--- src/rtl/mult_sequencer_if.sv ---
// Handshake and operand/result bundle between control decode and the
// multi-cycle multiply sequencer.
interface mult_sequencer_if #(
    parameter int unsigned WIDTH = 32
);
    logic             Start;
    logic             Square;
    logic [WIDTH-1:0] OperandA;
    logic [WIDTH-1:0] OperandB;
    logic             Busy;
    logic             Stall;
    logic             Done;
    logic [WIDTH-1:0] Result;
    logic [WIDTH-1:0] ResultHi;
    logic             Overflow;

    // Control decode side: issues requests, consumes results.
    modport master (
        output Start, Square, OperandA, OperandB,
        input  Busy, Stall, Done, Result, ResultHi, Overflow
    );

    // Sequencer side.
    modport slave (
        input  Start, Square, OperandA, OperandB,
        output Busy, Stall, Done, Result, ResultHi, Overflow
    );
endinterface

--- src/rtl/mult_sequencer.sv ---
// Multi-cycle unsigned shift-add multiplier for MULT/SQU. Runs a fixed WIDTH
// iterations, stalls the pipeline while running, then pulses Done for one
// cycle with the registered product.
module mult_sequencer #(
    parameter int unsigned WIDTH = 32
) (
    input logic               clk,
    input logic               reset,
    mult_sequencer_if.slave   bus
);
    localparam int unsigned CntW = (WIDTH > 1) ? $clog2(WIDTH) : 1;
    localparam logic [CntW-1:0] LastCount = CntW'(WIDTH - 1);

    typedef enum logic [1:0] {
        StIdle = 2'b00,
        StRun  = 2'b01,
        StDone = 2'b10
    } state_e;

    state_e               state_q, state_d;
    logic [2*WIDTH-1:0]   acc_q, acc_d;
    logic [2*WIDTH-1:0]   mcand_q, mcand_d;
    logic [WIDTH-1:0]     mplier_q, mplier_d;
    logic [CntW-1:0]      count_q, count_d;
    logic [WIDTH-1:0]     result_q, result_d;
    logic [WIDTH-1:0]     result_hi_q, result_hi_d;
    logic                 overflow_q, overflow_d;
    logic [2*WIDTH-1:0]   sum;

    // State and datapath registers; reset aborts any operation in flight.
    always_ff @(posedge clk or negedge reset) begin
        if (!reset) begin
            state_q     <= StIdle;
            acc_q       <= '0;
            mcand_q     <= '0;
            mplier_q    <= '0;
            count_q     <= '0;
            result_q    <= '0;
            result_hi_q <= '0;
            overflow_q  <= 1'b0;
        end else begin
            state_q     <= state_d;
            acc_q       <= acc_d;
            mcand_q     <= mcand_d;
            mplier_q    <= mplier_d;
            count_q     <= count_d;
            result_q    <= result_d;
            result_hi_q <= result_hi_d;
            overflow_q  <= overflow_d;
        end
    end

    // Next-state and datapath: capture on issue, one shift-add step per RUN cycle.
    always_comb begin
        state_d     = state_q;
        acc_d       = acc_q;
        mcand_d     = mcand_q;
        mplier_d    = mplier_q;
        count_d     = count_q;
        result_d    = result_q;
        result_hi_d = result_hi_q;
        overflow_d  = overflow_q;
        sum         = acc_q + (mplier_q[0] ? mcand_q : '0);

        case (state_q)
            StIdle: begin
                if (bus.Start) begin
                    mcand_d  = {{WIDTH{1'b0}}, bus.OperandA};
                    mplier_d = bus.Square ? bus.OperandA : bus.OperandB;
                    acc_d    = '0;
                    count_d  = '0;
                    state_d  = StRun;
                end
            end
            StRun: begin
                acc_d    = sum;
                mcand_d  = mcand_q << 1;
                mplier_d = mplier_q >> 1;
                count_d  = count_q + CntW'(1);
                // Last iteration: publish the final sum straight into the result registers.
                if (count_q == LastCount) begin
                    state_d     = StDone;
                    result_d    = sum[WIDTH-1:0];
                    result_hi_d = sum[2*WIDTH-1:WIDTH];
                    overflow_d  = |sum[2*WIDTH-1:WIDTH];
                end
            end
            StDone: begin
                state_d = StIdle;
            end
            default: begin
                state_d = StIdle;
            end
        endcase
    end

    // Status outputs; the IDLE term of Stall is combinational so the issue cycle freezes too.
    always_comb begin
        bus.Busy     = (state_q == StRun) || (state_q == StDone);
        bus.Stall    = ((state_q == StIdle) && bus.Start) || (state_q == StRun);
        bus.Done     = (state_q == StDone);
        bus.Result   = result_q;
        bus.ResultHi = result_hi_q;
        bus.Overflow = overflow_q;
    end
endmodule

--- src/flat_wrapper.sv ---
// flat-port wrapper written by rule: the top's interface ports become plain ports
module mult_sequencer_flat 
#(
    parameter int unsigned WIDTH = 32
)
  (clk, reset, bus_Start, bus_Square, bus_OperandA, bus_OperandB, bus_Busy, bus_Stall, bus_Done, bus_Result, bus_ResultHi, bus_Overflow);
  mult_sequencer_if #(.WIDTH(WIDTH)) bus_i ();
  input logic clk;
  input logic reset;
  input wire logic [$bits(bus_i.Start)-1:0] bus_Start;
  input wire logic [$bits(bus_i.Square)-1:0] bus_Square;
  input wire logic [$bits(bus_i.OperandA)-1:0] bus_OperandA;
  input wire logic [$bits(bus_i.OperandB)-1:0] bus_OperandB;
  output wire logic [$bits(bus_i.Busy)-1:0] bus_Busy;
  output wire logic [$bits(bus_i.Stall)-1:0] bus_Stall;
  output wire logic [$bits(bus_i.Done)-1:0] bus_Done;
  output wire logic [$bits(bus_i.Result)-1:0] bus_Result;
  output wire logic [$bits(bus_i.ResultHi)-1:0] bus_ResultHi;
  output wire logic [$bits(bus_i.Overflow)-1:0] bus_Overflow;
  assign bus_i.Start = bus_Start;
  assign bus_i.Square = bus_Square;
  assign bus_i.OperandA = bus_OperandA;
  assign bus_i.OperandB = bus_OperandB;
  assign bus_Busy = bus_i.Busy;
  assign bus_Stall = bus_i.Stall;
  assign bus_Done = bus_i.Done;
  assign bus_Result = bus_i.Result;
  assign bus_ResultHi = bus_i.ResultHi;
  assign bus_Overflow = bus_i.Overflow;
  mult_sequencer #(.WIDTH(WIDTH)) u_core (.clk(clk), .reset(reset), .bus(bus_i));
endmodule
--- config.mk ---
export PLATFORM = sky130hd
export DESIGN_NAME = mult_sequencer_flat
export DESIGN_NICKNAME = d
export VERILOG_FILES = /design/src/rtl/mult_sequencer_if.sv /design/src/rtl/mult_sequencer.sv /design/src/flat_wrapper.sv
export SDC_FILE = /design/constraint.sdc
export NUM_CORES = 1
export LEC_CHECK = 0
export CORE_UTILIZATION = 40
export CTS_CLUSTER_SIZE = 12
export DETAILED_ROUTE_END_ITERATION = 7
export DONT_BUFFER_PORTS = 1
export GPL_ROUTABILITY_DRIVEN = 0
export PLACE_DENSITY = 0.59
export SYNTH_ARGS = -nofsm -noshare
export SYNTH_HDL_FRONTEND = slang
export SYNTH_SLANG_ARGS = --single-unit
--- constraint.sdc ---
create_clock -name clk -period 5.1 [get_ports clk]
set_clock_uncertainty 0.2 [all_clocks]
set_input_delay 0.51 -clock clk [delete_from_list [all_inputs] [get_ports clk]]
set_output_delay 0.51 -clock clk [all_outputs]
set_load 0.1 [all_outputs]
==> impl_metrics.yaml <==
route:
  firstDrtPassIters: 5
  vias_per_cell: 5.680
  drc: 0
  dr.first_iter.drc_count: 798
  vias: 10844
  wire_per_inst_um: 19.19
  drtAntennaViolNets: 0
  wirelength_mm: 36.64
timing:
  period_needed_ns: 4.677
  finalHoldViolations: 232
  setup_viol: 0
  worst_pin_slew_ns: 1.074
  slew_viol_final: 0
  slew_headroom: 0.2839
  rsz0062_at_grt: "no"
  hold_slack_ns: -0.5262
  worst_slack_ns: 0.4227
  tns_ns: 0
  post-route-period-util: 0.9171
  timing.fmax_mhz: 213.8
logic_synthesis:
  yosys_warnings: 0
  synth_ff_type: "dfrtp_1"
  synth_edf_count: 0
  synth-seq-cells: 232
  syn_area_per_cell_um2: 9.501
  synth_top_area_frac: 0.4185
  synth-simple-area-share: 0.1517
  netlist_instances: 1460
  synth-async-reset-ratio: 1.000
  yosys-mux-area-fraction: 0.08514
  synth_top_family_by_area: "compound AO/OA/AOI/OAI gates"
  synthXorXnorAreaFrac: 0.03536
  yosysTopAreaCell: "dfrtp_1"
  synth-seq-area-share: 0.4185
  syn_area_um2: 13870
  synth_fa_ha_area_frac: 0.06278
  synth_compound_area_frac: 0.2141
  syn-num-nets: 1597
  synth_cell_types: 72
  synth_area_leaders: "dfrtp_1 42%, ha_1 6.1%, a22o_1 5.8%"
status:
  status: "finished, violations left"
  violations: "hold timing"
floorplanning:
  initial_core_util: 0.4096
  coreArea_um2: 33870
  die_area_um2: 35430
  ios: 136
  core.rowCount: 67
  die_width_um: 188.2
  chipHeight_um: 188.2
final_layout:
  nFillCells: 3285
  layout.nets: 1577
  drive_gt1_frac: 0.08966
  fin_cells: 1909
  antenna_cells: 0
  area_growth_pct: 11.34
  multi_input_area_um2: 7644
  seq_area_um2: 5806
critical_path:
  end_kind: "flip-flop"
  r2r_end: "u_core.bus.Overflow"
  worstPathRequired_ns: 5.33
  path_class: "flip-flop to flip-flop"
  r2r_start: "u_core.mplier_q[0]"
  r2r_slack_ns: 0.42
  start_kind: "flip-flop"
  cp.arrival_ns: 4.91
  reg2regPathDepth: 14
  worstPathMaxFanout: 31
global_routing:
  grt_pass1_vias: 10681
  overflow: 0
  grt_start_max_net_pins: 233
  grt_pass1_wl_mm: 59.42
  grt_antenna_before_repair: 0
  grtUsageTotal: 0.2092
placed_design:
  io_buffers: 0
  place_inst: 1825
  hpwl_mm: 26.02
  place_ws_ns: 0.4902
pwr:
  power_density_nw_per_um2: 477.5
  p_leak_nw: 7.280
  total_power_mw: 7.375
  peakVddDrop_mv: 0.6180
cts:
  cts_resized: 0
  cts_buffers: 28
  clk-insertion-delay-late_ns: 0.55
  path_clk_slew_ns: 0.06
  cts_htree_levels: 1
  cts_tree: "built"
  clock_path_buffers: 3
  cts_root_buf: "clkbuf_16"
  clock_sinks: 232
  cts_hold_buffers: 33
  cts_setup_buffers: 0
flow_run:
  maxCapViolCount: 0
min_path:
  min_path_type: "primary input to async pin"
[Yosys cell counts (34+ instances only)]
master    number
a21oi_1      107
o21ai_0      122
nand2_1      187
and2_1        71
ha_1          68
a22o_1        92
xnor2_1       42
nor2_1        75
mux2i_1       64
a21o_1        34
clkbuf_1      76
mux2_2        48
dfrtp_1      232
[sequential cells by signal, summed over array words and instances, names as in the netlist]
| signal | count |
|---|---|
| u_core.acc_q | 64 |
| u_core.mcand_q | 64 |
| u_core.bus.ResultHi | 32 |
| u_core.bus.Result | 32 |
| u_core.mplier_q | 32 |
| u_core.count_q | 5 |
| u_core.state_q | 2 |
| u_core.bus.Overflow | 1 |
[routing by layer]
metal	up-vias	track usage	wire length, um
met5	-	0	0
met4	0	0.07286	1025
met3	63	0.03595	1912
met2	285	0.3135	16090
met1	5238	0.3028	17620
li1	5258	-	-
[power breakdown]
part / switching (mW) / internal (mW)
sequential: 0.332 / 2.26
clock: 0.814 / 1.24
combinational: 1.75 / 0.980
[worst max-delay path, cell delays in order (launching register included)]
cell       delay (ns)
dfrtp_1          0.41
buf_4            0.23
and2_1           0.18
ha_1             0.35
o211ai_1         0.13
o211a_1          0.24
or4b_1           0.57
a2111oi_0        0.58
nor3_2           0.17
o21ai_0          0.41
a221oi_1         0.19
xnor2_1          0.21
nor3_1           0.24
nand4_1          0.12
o41a_1           0.32
[cell usage in the layout (no fill, tap or decap), types with 29 or more instances in the layout]
cell type      netlist  final
xnor2_1             42     42
mux2_2              48     48
nand2_1            187    187
dfrtp_1            232    232
o21ai_0            122    122
nor2_1              75     75
ha_1                68     67
a22o_1              92     92
dlygate4sd3_1        0     33
and2_1              71     69
mux2i_1             64     64
a21o_1              34     34
clkbuf_16            0     29
a21oi_1            107    107
[stage by stage]
step	hold slack, ns	util	cell area [um2]
3_5_place_dp	0.02679	0.4184	14170
3_3_place_gp	0.02599	0.4184	14170
5_1_grt	-0.5560	0.4560	15440
6_report	-0.5262	0.4560	15440
4_1_cts	-0.5699	0.4560	15440
2_1_floorplan	0.01441	-	13870
[cells by family after synthesis]
family	after synthesis
compound gates	445
xor+xnor	56
fa+ha+maj	69
buf+inv	108
flops	232
mux	112
simple gates	438
[how the worst max path moves through the flow]
stage | startpoint | end | slack [ns] | cells after the start
after floorplan | u_core.mplier_q[0] | u_core.bus.Overflow | 1.0 | 15
after global placement | u_core.mplier_q[0] | u_core.bus.Overflow | 0.56 | 14
after detailed placement | u_core.mplier_q[0] | u_core.bus.Overflow | 0.49 | 15
after CTS | u_core.mplier_q[0] | u_core.bus.Overflow | 0.49 | 14
after global routing | u_core.mplier_q[0] | u_core.bus.Overflow | 0.15 | 16
final | u_core.mplier_q[0] | u_core.bus.Overflow | 0.42 | 14
[final cells by class]
| class | instances | area share |
|---|---|---|
| clock buffer | 38 | 0.05112 |
| clock inverter | 13 | 0.01005 |
| inverter | 14 | 0.003402 |
| multi-input combinational | 1120 | 0.4949 |
| sequential | 232 | 0.3759 |
| tap | 448 | 0.03629 |
| timing repair buffer | 44 | 0.02835 |
Note: power is estimated with default switching activity, not from simulation.
